File: src/rtl/elevator_door_ctrl.sv
// elevator_door_ctrl: timed open/dwell/close door sequencer that inhibits car motion while the door is not shut
module elevator_door_ctrl #(
  parameter int MOVE_CYCLES  = 4,
  parameter int DWELL_CYCLES = 10,
  parameter int CNT_W        = 8
) (
  input  logic       clk,
  input  logic       rst_n,
  input  logic       complete,
  input  logic [2:0] out_floor,
  input  logic       over_weight,
  input  logic       obstruct,
  input  logic       open_btn,
  input  logic       close_btn,
  output logic [1:0] door_state,
  output logic       door_open_cmd,
  output logic       door_close_cmd,
  output logic       motion_inhibit,
  output logic [2:0] door_floor,
  output logic       arrive_pulse
);
  typedef enum logic [1:0] {CLOSED, OPENING, OPEN, CLOSING} state_t;
  localparam logic [CNT_W-1:0] MV = CNT_W'(MOVE_CYCLES - 1);
  localparam logic [CNT_W-1:0] DW = CNT_W'(DWELL_CYCLES - 1);
  state_t state, state_n;
  logic [CNT_W-1:0] cnt, cnt_n;
  logic [2:0] floor_n;
  logic complete_q, pulse_n, rise, hold, cnt_z;
  assign rise = complete & ~complete_q;
  assign hold = obstruct | over_weight | open_btn;
  assign cnt_z = cnt == '0;
  always_ff @(posedge clk) begin
    if (!rst_n) begin
      state <= CLOSED;
      cnt <= '0;
      complete_q <= 1'b1;
      door_floor <= '0;
      arrive_pulse <= 1'b0;
    end else begin
      state <= state_n;
      cnt <= cnt_n;
      complete_q <= complete;
      door_floor <= floor_n;
      arrive_pulse <= pulse_n;
    end
  end
  always_comb begin
    state_n = state;
    cnt_n = cnt - 1'b1;
    floor_n = door_floor;
    pulse_n = 1'b0;
    case (state)
      CLOSED: begin
        cnt_n = cnt;
        if (rise | (open_btn & complete)) begin
          state_n = OPENING;
          cnt_n = MV;
          floor_n = out_floor;
          pulse_n = 1'b1;
        end
      end
      OPENING: if (cnt_z) begin
        state_n = OPEN;
        cnt_n = DW;
      end
      OPEN: begin
        if (hold) cnt_n = DW;
        else if (close_btn | cnt_z) begin
          state_n = CLOSING;
          cnt_n = MV;
        end
      end
      default: begin
        // reversal retraces only the distance already closed
        if (hold) begin
          state_n = OPENING;
          cnt_n = MV - cnt;
        end else if (cnt_z) state_n = CLOSED;
      end
    endcase
  end
  assign door_state = state;
  assign door_open_cmd = state == OPENING;
  assign door_close_cmd = state == CLOSING;
  assign motion_inhibit = state != CLOSED;
endmodule

File: config.mk
export PLATFORM = sky130hd
export DESIGN_NAME = elevator_door_ctrl
export DESIGN_NICKNAME = d
export VERILOG_FILES = /design/src/rtl/elevator_door_ctrl.sv
export SDC_FILE = /design/constraint.sdc
export NUM_CORES = 1
export LEC_CHECK = 0
export CAP_MARGIN = 30
export CORE_UTILIZATION = 35
export CTS_BUF_LIST = sky130_fd_sc_hd__clkbuf_8
export CTS_CLUSTER_SIZE = 14
export DETAILED_ROUTE_END_ITERATION = 6
export PLACE_DENSITY = 0.68
export SYNTH_ARGS = -nofsm -noshare
export SYNTH_HDL_FRONTEND = slang
export SYNTH_SLANG_ARGS = --single-unit
File: constraint.sdc
create_clock -name clk -period 2.07 [get_ports clk]
set_input_delay 0.621 -clock clk [delete_from_list [all_inputs] [get_ports clk]]
set_output_delay 0.621 -clock clk [all_outputs]
set_load 0.01 [all_outputs]
* Word level (Yosys, flattened, before mapping)
Index checks and enable logic that the tools add are counted.
** Word-level totals
- Flip-flop bits (word level) :: 15
- Bits in latches :: 0
- RAM bits :: 0
- ROM bits :: 0
- Input bits :: 10
- Output and inout bits :: 9
- Memories :: 0
** Cells by class
- Add/subtract/negate cells :: 2
- Multipliers :: 0
- Divide/modulo/power cells :: 0
- $lt $le $gt $ge :: 0
- Equality and inequality tests :: 7
- Shift operators :: 0
- Mux-type cells :: 14
- Bitwise logic cells :: 7
- Reduce and logical (&&, ||, !) cells :: 7
** Operators by type and width (number)
- $mux W8 :: 5
- $pmux W8 S3 :: 1
- $mux W2 :: 6
- $logic_not A8 Y1 :: 1
- $sub A2 B8 Y8 const A :: 1
- $sub A8 B1 Y8 const B :: 1
- $ne A2 B2 Y1 const B :: 3
- $pmux W2 S3 :: 1
- $reduce_and A5 Y1 :: 1
- $eq A2 B2 Y1 const B :: 2
- $or A1 B1 Y1 :: 4
- $reduce_and A2 Y1 :: 2
- $reduce_bool A4 Y1 :: 1
- $and A1 B1 Y1 :: 2
- $eq A2 B1 Y1 const B :: 1
- $logic_not A2 Y1 :: 1
- $ne A2 B1 Y1 const B :: 1
- $reduce_bool A2 Y1 :: 1
- $mux W1 :: 1
- $not A1 Y1 :: 1

* Depth between registers and ports, before layout
Gate-level depths: netlist (run 1).
- Word-level depth :: 5
- Mapped depth :: 7
- Mapped depth without buffers :: 7

* Worst setup path after synthesis (run 1)
Ideal clock, no wire load.
- Kind :: register to register
- Start point :: register state[0], in the netlist door_state[0]
- End point :: register cnt[5]
- Data arrival time :: 1.627 ns
- Data required time :: 1.944 ns
- Slack :: 0.317 ns
- Cell stages (with the launch flop) :: 8
- Buffers on the path :: 1
- Clock period less this slack :: 1.753 ns
- Path through :: dfxtp_1 -> ha_1 -> buf_2 -> o31ai_2 -> or2_2 -> a21oi_1 -> xnor2_1 -> nor2_1
** On the way
- Cells in the longest elaborated chain, start to end :: 2
- Elaborated cells on any way between the ends :: 5
- Classes of those cells :: eq/ne: 3; mux: 1; reduce/logical: 1
** RTL lines
- start: declaration :: RTL line 25 : state_t state, state_n;
- start signal: assignment :: RTL line 40 : state <= state_n;
- $eq A2 B2 Y1, or another cell as far along :: RTL line 52 : case (state)
- $pmux W8 S3 or $ne A2 B2 Y1 (tied branches)
- end signal: assignment :: RTL line 41 : cnt <= cnt_n;
- end: declaration :: RTL line 26 : logic [CNT_W-1:0] cnt, cnt_n;
Parallel ways exist; a longest one is shown, timed or not.
A chain may end at the register's enable or synchronous reset.

* Worst setup path in the final report (run 1)
- Start point :: input over_weight
- End point :: register cnt[4]
** On the way
- Cells in the longest elaborated chain, start to end :: 4
- Elaborated cells on any way between the ends :: 5
- Classes of those cells :: mux: 3; bitwise: 2
** RTL lines
- start: declaration :: RTL line 11 : input logic over_weight,
- $or A1 B1 Y1 * (2 in a row) :: RTL line 30 : assign hold = obstruct | over_weight | open_btn;
- $mux W8, on equally long branches :: RTL line 75, 67
- $pmux W8 S3 * :: RTL line 52
Every way passes the cells marked *; elsewhere a longest branch is shown, timed or not.

==> flow_summary_export.csv, run 1 <==
group,metric,value,unit
logic_synthesis,syn_area,1020,sq um
cells_and_area,area_growth_syn_to_layout,36.3,%
die,rows,19,
routing,drtIter0Drc,40,
die,ios,19,
clock_tree,clkSlewWorstSetupHoldPaths,70,ps
global_routing,grt-ovfl-total,0,
global_routing,grt_pass1_wl,4.73,mm
logic_synthesis,seq_area_frac_synth,0.293,
die,die_width,56.1,microns
critical_path,crit_type,"input port to register",
clock_tree,clockBufferDepth,2,
routing,wl_met2,1.38,mm
routing,drc,0,
global_routing,grt_max_degree,11,
placed_design,gp_congestion,0.882,
pwr,total_power,2.00,mW
cells_and_area,fill_cells,259,
routing,drtPass1Iterations,4,
placed_design,hpwl,2.15,mm
logic_synthesis,synth-edff-count,0,
critical_path,ff2ff_setup_slack,190,ps
global_routing,grt_pass1_vias,1066,
sta,fin_crit,1990,ps
logic_synthesis,yosysTopAreaCell,"dfxtp_1",
routing,wl_met1,1.24,mm
placed_design,port_buffers,18,
hold_path,holdPathEnd,"door_state[0]",
logic_synthesis,async_flop_share,0,
hold_path,min_path_cells,2,
cells_and_area,diodes,0,
sta,setup-tns-final,0,ps
clock_tree,cts_hold_buf,0,
sta,rsz0062_at_grt,"no",
clock_tree,cts_root_buf,"clkbuf_8",
pwr,vdd_drop_max,0.703,mV
die,fp.coreArea,2760,sq um
placed_design,dpl_cell_area,1350,sq um
logic_synthesis,yosysWarnings,0,
die,start_util,0.372,
clock_tree,h-tree-depth,1,
routing,wl_met3,113,microns
routing,top_layer_used,"met4",
clock_tree,cts_tree,"yes",
sta,skew,2.12,ps
logic_synthesis,yosys.cell_types.count,40,
logic_synthesis,synth_common_cells,"dfxtp_1 (15), nor2_1 (12), inv_1 (11), nand2_1 (11)",
logic_synthesis,synthMostInstantiatedCell,"dfxtp_1",
global_routing,antenna_found_initial,0,
clock_tree,cts.sinks,15,
critical_path,r2r_cells,6,
critical_path,worstSetupStartpointType,"input port",
die,dieHeight,56.1,microns
routing,wire_per_inst,14.3,microns
pwr,power_density,1430,nW/um^2
sta,period_share,0.961,
routing,via_count,1062,
critical_path,arrival,2130,ps
sta,max_freq,0.503,GHz
logic_synthesis,ys_seq_elements,15,
hold_path,hold_class,"register to register",
critical_path,required,2210,ps
routing,routed_wl,2.79,mm
logic_synthesis,synth_top_area_frac,0.293,
routing,final_antenna_net_count,0,
pwr,p_leak,0.598,nW
cells_and_area,fin_nets,182,
critical_path,critPathCaptureType,"register",
critical_path,reg2reg_to,"door_state[1]",
cells_and_area,drive_gt1_frac,0.177,
logic_synthesis,ys.flop_type,"dfxtp_1",
critical_path,crit-reg2reg-launch,"cnt[0]",
clock_tree,cts_setup_buffers,0,
logic_synthesis,synth_fp_nets,146,
logic_synthesis,synth_area_leaders,"dfxtp_1 (29%), ha_1 (8.5%), mux2i_1 (6.8%), a21oi_1 (4.9%), o21ai_0 (4.9%)",
sta,slew_headroom,0.751,
sta,worst_slew_pin_slew,365,ps
clock_tree,clock_latency,250,ps
critical_path,worstPathMaxFanout,4,
logic_synthesis,syn_avg_cell_area,7.94,sq um
clock_tree,cts_made_buffers,3,
die,die_area,3150,sq um
sta,drv_slew,0,
status,status,"completed",
sta,setup_viol,0,
cells_and_area,design_area,1400,sq um
logic_synthesis,syn_inst,129,
routing,routed_via_density,5.45,
hold_path,hold_start,"door_state[0]",
run,maxCapViolCount,0,
global_routing,grt_use_total,0.194,
sta,final_hold_viol_count,0,
[cells by family (layout without fill, tap and decap cells)]
| kind of cell | count (synthesis) | in the layout | share of synthesized area |
|---|---|---|---|
| flops | 15 | 15 | 0.293 |
| fa+ha+maj | 7 | 7 | 0.0855 |
| buf+inv | 16 | 51 | 0.0684 |
| simple gates | 45 | 45 | 0.232 |
| mux | 7 | 7 | 0.0684 |
| xor+xnor | 3 | 3 | 0.0256 |
| compound gates | 36 | 36 | 0.227 |
[state kept, by name, summed over array words and instances, names as in the netlist, named ones only]
name / flops
arrive_pulse: 1
cnt: 7
complete_q: 1
door_floor: 3
door_state: 2
[metrics by stage]
step,hold slack (ps),setup slack [ps],utilization,cells
final,503,80.1,0.506,195
after global routing,526,11.5,0.506,195
after CTS,502,49.2,0.505,195
after detailed placement,491,-208,0.490,191
after global placement,460,-178,0.490,191
after floorplan,471,317,-,129
[critical path: stages]
cell	delay [ps]
clkdlybuf4s50_1	450
or3_1	440
a21oi_1	140
a21oi_1	60
mux2i_1	120
o31a_1	290
[how the worst max path moves through the flow]
stage,to,cells past startpoint,slack (ps),startpoint
global placement,cnt[4],6,-180,open_btn
global route,cnt[4],7,10,complete
floorplan,cnt[5],7,320,door_state[0]
finish,cnt[4],6,80,over_weight
detailed placement,cnt[4],7,-210,open_btn
CTS,cnt[4],6,50,open_btn
[layout make-up]
cell class / count / area (sq um) / area share
flip-flops and latches: 15 / 302 / 0.216
clock inverters: 1 / 3.75 / 0.00269
inverters: 11 / 41.3 / 0.0296
multi-input cells: 98 / 656 / 0.470
clock buffers: 3 / 41.3 / 0.0296
well taps: 31 / 38.8 / 0.0278
repair buffers: 36 / 314 / 0.225
[layout by cell type, fill, tap and decap left out, types with 2 or more instances in the layout]
master           Yosys  final
buf_4                0     18
dfxtp_1             15     14
clkdlybuf4s50_1      0     14
inv_1               11     12
nor2_1              12     12
nand2_1             11     11
a21oi_1             10     10
o21ai_0             10      9
mux2i_1              7      7
ha_1                 7      7
or3_1                3      3
nor3_1               3      3
a31oi_1              3      3
clkbuf_8             0      3
dlygate4sd2_1        0      3
nor2b_1              2      2
nor4_1               2      2
a2111oi_1            1      2
nand3_1              2      2
o211ai_1             2      2
xnor2_1              2      2
[layer usage]
| layer | up-vias | track usage |
|---|---|---|
| met1 | 496 | 0.241 |
| met4 | 0 | 0.0871 |
| met3 | 4 | 0.0349 |
| met2 | 30 | 0.325 |
| li1 | 532 | - |
| met5 | - | 0 |
[what timing repair did]
action	in CTS	in global routing
setup endpoints to repair	3	5
resized for setup	4	3
pin swaps	0	2
[report_power, final]
group	internal, mW	switching [mW]	leakage [nW]
registers	0.384	0.0961	0.124
logic	0.591	0.687	0.448
clock network	0.131	0.113	0.0269
Note: power is estimated with default switching activity, not from simulation.
==> run 2: changes to the inputs <==
--- a/config.mk
+++ b/config.mk
@@ -6,11 +6,11 @@
 export NUM_CORES = 1
 export LEC_CHECK = 0
 export CAP_MARGIN = 30
-export CORE_UTILIZATION = 35
+export CORE_UTILIZATION = 30
 export CTS_BUF_LIST = sky130_fd_sc_hd__clkbuf_8
 export CTS_CLUSTER_SIZE = 14
 export DETAILED_ROUTE_END_ITERATION = 6
-export PLACE_DENSITY = 0.68
+export PLACE_DENSITY = 0.62
 export SYNTH_ARGS = -nofsm -noshare
 export SYNTH_HDL_FRONTEND = slang
 export SYNTH_SLANG_ARGS = --single-unit
==> flow_summary_export.csv, run 2 (same netlist as run 1, synthesis figures left out) <==
group,metric,value,unit
clock_tree,h-tree-depth,1,
routing,drtIter0Drc,39,
pwr,switchingPower,896,uW
sta,max_freq,0.504,GHz
sta,postLayoutSetupSlackWorst,84.9,ps
global_routing,antenna_found_initial,0,
hold_path,hold_class,"register to register",
clock_tree,cts.sinks,15,
run,maxCapViolCount,0,
hold_path,holdPathEnd,"door_floor[0]",
pwr,seqPwrFrac,0.230,
die,dieHeight,60.4,microns
sta,setup_viol,0,
sta,worst_slew_pin_slew,373,ps
critical_path,reg2reg_to,"door_state[0]",
critical_path,worstSetupStartpointType,"input port",
routing,drc,0,
die,ios,19,
sta,slew_headroom,0.745,
pwr,clkPwrFrac,0.129,
status,status,"completed",
critical_path,worstPathMaxFanout,5,
placed_design,gp_congestion,0.880,
sta,fin_crit,1990,ps
hold_path,hold_start,"door_floor[0]",
routing,via_count,1059,
clock_tree,clock_latency,260,ps
sta,skew,6.63,ps
cells_and_area,final_cells,209,
global_routing,grt-ovfl-total,0,
placed_design,hpwl,2.13,mm
cells_and_area,drive_gt1_frac,0.194,
clock_tree,cts_made_buffers,3,
sta,period_share,0.959,
critical_path,ff2ff_setup_slack,170,ps
pwr,vdd_drop_max,0.516,mV
routing,final_antenna_net_count,0,
global_routing,grt_pass1_vias,989,
routing,wire_per_inst,13.3,microns
critical_path,arrival,2200,ps
critical_path,crit-reg2reg-launch,"cnt[3]",
clock_tree,clkSlewWorstSetupHoldPaths,70,ps
clock_tree,clockBufferDepth,2,
clock_tree,cts_hold_buf,0,
die,fp.coreArea,3150,sq um
cells_and_area,final_common_cell,"buf_4",
pwr,p_leak,0.620,nW
cells_and_area,top_register,"cnt",
pwr,p_int,1.12,mW
cells_and_area,largest_register_ffs,7,
cells_and_area,fin_nets,183,
cells_and_area,layout_common_cells,"buf_4 (19), dfxtp_1 (15), clkdlybuf4s50_1 (15)",
die,rows,20,
placed_design,post-place-cells,205,
sta,setup-tns-final,0,ps
routing,routed_via_density,5.07,
global_routing,grt_pass1_wl,4.60,mm
hold_path,min_path_cells,2,
die,die_width,60.4,microns
pwr,power_frac_comb,0.642,
pwr,power_density,1410,nW/um^2
sta,drv_slew,0,
critical_path,crit_type,"input port to register",
cells_and_area,diodes,0,
global_routing,grt_max_degree,11,
die,die_area,3650,sq um
cells_and_area,fill_cells,337,
critical_path,required,2280,ps
pwr,switching_share,0.444,
die,start_util,0.325,
sta,rsz0062_at_grt,"yes",
routing,routed_wl,2.79,mm
placed_design,post-place-ws,-233,ps
sta,hold_ws,494,ps
cells_and_area,utilization,0.455,
clock_tree,cts_tree,"yes",
routing,drtPass1Iterations,4,
clock_tree,cts_root_buf,"clkbuf_8",
critical_path,critPathCaptureType,"register",
global_routing,grt_use_total,0.175,
cells_and_area,area_growth_syn_to_layout,40.0,%
placed_design,port_buffers,18,
critical_path,r2r_cells,6,
sta,final_hold_viol_count,0,
==> run 2: what timing repair did <==
action | 4_1_cts | 5_1_grt
setup buffers | 0 | 0
endpoints found under the setup margin | 1 | 6
gates resized for setup | 1 | 6
cloned | 0 | 0
pin swaps | 0 | 0
==> run 2: power by group through the flow <==
stage | registers (mW) | clock network, mW | logic (mW)
floorplan | 0.473 | 0 | 0.857
global placement | 0.465 | 0 | 1.26
detailed placement | 0.468 | 0 | 1.26
CTS | 0.462 | 0.265 | 1.27
global route | 0.476 | 0.272 | 1.43
finish | 0.463 | 0.260 | 1.29
==> run 2: per-stage QoR <==
stage	instance area (sq um)	total power, mW
6_report	1440	2.02
5_1_grt	1440	2.18
4_1_cts	1420	1.99
3_5_place_dp	1370	1.73
3_3_place_gp	1370	1.73
2_1_floorplan	1020	1.33
==> run 2: layer usage <==
metal,routed length [microns],share of wire,GRT usage,vias to the layer above
li1,-,-,-,536
met5,0,0,0,-
met4,62,0.022,0.0974,0
met1,1270,0.46,0.215,496
met3,103,0.037,0.0362,5
met2,1350,0.48,0.286,22
==> run 2: layout make-up <==
| class | count | area, sq um | area share |
|---|---|---|---|
| clock inverters | 1 | 5.00 | 0.00349 |
| flip-flops and latches | 15 | 300 | 0.209 |
| inverters | 11 | 41.3 | 0.0288 |
| multi-input cells | 98 | 666 | 0.464 |
| clock buffers | 3 | 41.3 | 0.0288 |
| repair buffers | 37 | 327 | 0.228 |
| well taps | 44 | 55.1 | 0.0384 |
==> run 2: worst max path at each step <==
stage | start | cells past startpoint | endpoint
floorplan | door_state[0] | 7 | cnt[5]
global placement | open_btn | 9 | cnt[5]
detailed placement | open_btn | 9 | cnt[5]
CTS | door_state[0] | 3 | door_open_cmd
global route | open_btn | 6 | cnt[4]
finish | open_btn | 7 | cnt[4]
==> run 2: critical path: stages <==
cell	delay, ps
clkdlybuf4s50_1	480
nor2b_1	70
o21a_1	180
buf_4	140
or3_2	410
mux2i_1	150
o31a_1	140
==> run 3: changes to the inputs <==
--- a/config.mk
+++ b/config.mk
@@ -5,7 +5,8 @@
 export SDC_FILE = /design/constraint.sdc
 export NUM_CORES = 1
 export LEC_CHECK = 0
-export CAP_MARGIN = 30
+export CAP_MARGIN = 15
+export CORE_MARGIN = 5
 export CORE_UTILIZATION = 30
 export CTS_BUF_LIST = sky130_fd_sc_hd__clkbuf_8
 export CTS_CLUSTER_SIZE = 14
@@ -14,3 +15,4 @@
 export SYNTH_ARGS = -nofsm -noshare
 export SYNTH_HDL_FRONTEND = slang
 export SYNTH_SLANG_ARGS = --single-unit
+export TNS_END_PERCENT = 30
==> flow_summary_export.csv, run 3 (same netlist as run 1, synthesis figures left out) <==
group,metric,value,unit
cells_and_area,largest_register_ffs,7,
die,ios,19,
cells_and_area,final_common_cell,"buf_4",
sta,setup-tns-final,0,ps
die,die_area,4680,sq um
routing,drc,0,
critical_path,path_buf_inv,2,
routing,drtIter0Drc,44,
cells_and_area,utilization,0.435,
routing,wire_per_inst,13.4,microns
hold_path,min_path_cells,2,
sta,drv_slew,0,
critical_path,worstSetupStartpointType,"input port",
run,maxCapViolCount,0,
die,dieHeight,68.4,microns
cells_and_area,drive_gt1_frac,0.220,
routing,routed_wl,2.82,mm
pwr,power_frac_comb,0.638,
global_routing,grt_pass1_wl,4.78,mm
sta,rsz0062_at_grt,"no",
critical_path,cp.depth,6,
placed_design,hpwl,2.11,mm
die,die_width,68.4,microns
cells_and_area,fill_cells,343,
critical_path,required,2190,ps
pwr,vdd_drop_max,0.447,mV
cells_and_area,ff_latch_area,302,sq um
clock_tree,clkSlewWorstSetupHoldPaths,70,ps
sta,max_freq,0.497,GHz
critical_path,cp_slowest_stage_delay,490,ps
pwr,p_int,1.12,mW
clock_tree,cts_tree,"yes",
die,start_util,0.310,
sta,fin_crit,2010,ps
routing,final_antenna_net_count,0,
global_routing,grt_use_total,0.136,
global_routing,grt-ovfl-total,0,
pwr,clkPwrFrac,0.125,
pwr,switchingPower,888,uW
critical_path,cpLargestDelayFamily,"buffers and inverters",
clock_tree,cts_made_buffers,3,
pwr,total_power,2.01,mW
pwr,seqPwrFrac,0.237,
placed_design,dpl_cell_area,1370,sq um
critical_path,cp_slowest_cell,"a2111oi_0",
clock_tree,cts_hold_buf,0,
global_routing,grt_max_degree,11,
placed_design,port_buffers,18,
global_routing,antenna_found_initial,0,
pwr,p_leak,0.599,nW
cells_and_area,fin_nets,182,
sta,final_hold_viol_count,0,
cells_and_area,area_growth_syn_to_layout,40.4,%
cells_and_area,top_register,"cnt",
sta,slew_headroom,0.639,
clock_tree,cts_setup_buffers,0,
sta,skew,10.3,ps
critical_path,ff2ff_setup_slack,150,ps
critical_path,critPathCaptureType,"register",
clock_tree,cts.sinks,15,
clock_tree,h-tree-depth,1,
sta,hold_ws,481,ps
die,rows,21,
sta,worst_slew_pin_slew,529,ps
routing,drtPass1Iterations,4,
die,fp.coreArea,3310,sq um
critical_path,r2r_cells,7,
status,status,"completed",
cells_and_area,layout_common_cells,"buf_4 (18), dfxtp_1 (14), clkdlybuf4s50_1 (14)",
critical_path,path_cells,"clkdlybuf4s50_1 > nor3_1 > buf_4 > nor2_1 > a2111oi_0 > a2111oi_1",
clock_tree,clockBufferDepth,2,
sta,setup_viol,0,
routing,routed_via_density,5.20,
hold_path,hold_class,"register to register",
placed_design,gp_congestion,0.808,
cells_and_area,multi_input_area,678,sq um
clock_tree,cts_root_buf,"clkbuf_8",
pwr,switching_share,0.443,
critical_path,arrival,2130,ps
critical_path,worstPathMaxFanout,6,
critical_path,crit_type,"input port to register",
cells_and_area,diodes,0,
pwr,power_density,1390,nW/um^2
cells_and_area,design_area,1440,sq um
global_routing,grt_pass1_vias,1115,
sta,period_share,0.972,
routing,via_count,1091,
clock_tree,clock_latency,260,ps
## run 3: area by class of cell
type,count,area share
inverters,11,0.0287
repair buffers,36,0.218
clock inverters,1,0.00348
clock buffers,3,0.0287
well taps,46,0.0400
flip-flops and latches,15,0.210
multi-input cells,98,0.471
## run 3: power by group through the flow
stage	logic (mW)	clock network (mW)	registers, mW
finish	1.28	0.251	0.476
global placement	1.22	0	0.475
CTS	1.24	0.257	0.476
global route	1.42	0.271	0.493
floorplan	0.857	0	0.473
detailed placement	1.23	0	0.479
## run 3: per-stage QoR
step / std cells / setup slack (ps)
finish: 210 / 57.1
global route: 210 / 11.6
CTS: 210 / 1.91
detailed placement: 206 / -302
global placement: 206 / -182
floorplan: 129 / 317
## run 3: routing by layer
metal / routed length [microns] / share of wire / vias to the layer above / GRT usage
li1: - / - / 532 / -
met1: 1200 / 0.43 / 505 / 0.162
met2: 1360 / 0.48 / 45 / 0.231
met3: 182 / 0.065 / 9 / 0.0263
met4: 72 / 0.026 / 0 / 0.0620
met5: 0 / 0 / - / 0
## run 3: path summary, 6_finish.rpt
path / to / startpoint
hold reg to reg: door_state[0] / door_state[0]
setup reg to reg: cnt[4] / register
hold / removal: door_state[0] / door_state[0]
setup / recovery: cnt[1] / over_weight
## run 3: what timing repair did
action | 4_1_cts | 5_1_grt
pin swaps | 0 | 1
endpoints found under the setup margin | 4 | 8
gates resized for setup | 6 | 6
## run 3: worst register-to-register path, stage by stage (launching register included)
cell	delay (ps)
dfxtp_1	410
inv_1	130
ha_1	290
nand2b_1	160
nand2_1	80
or3_1	320
a2111oi_2	310
o31a_1	160
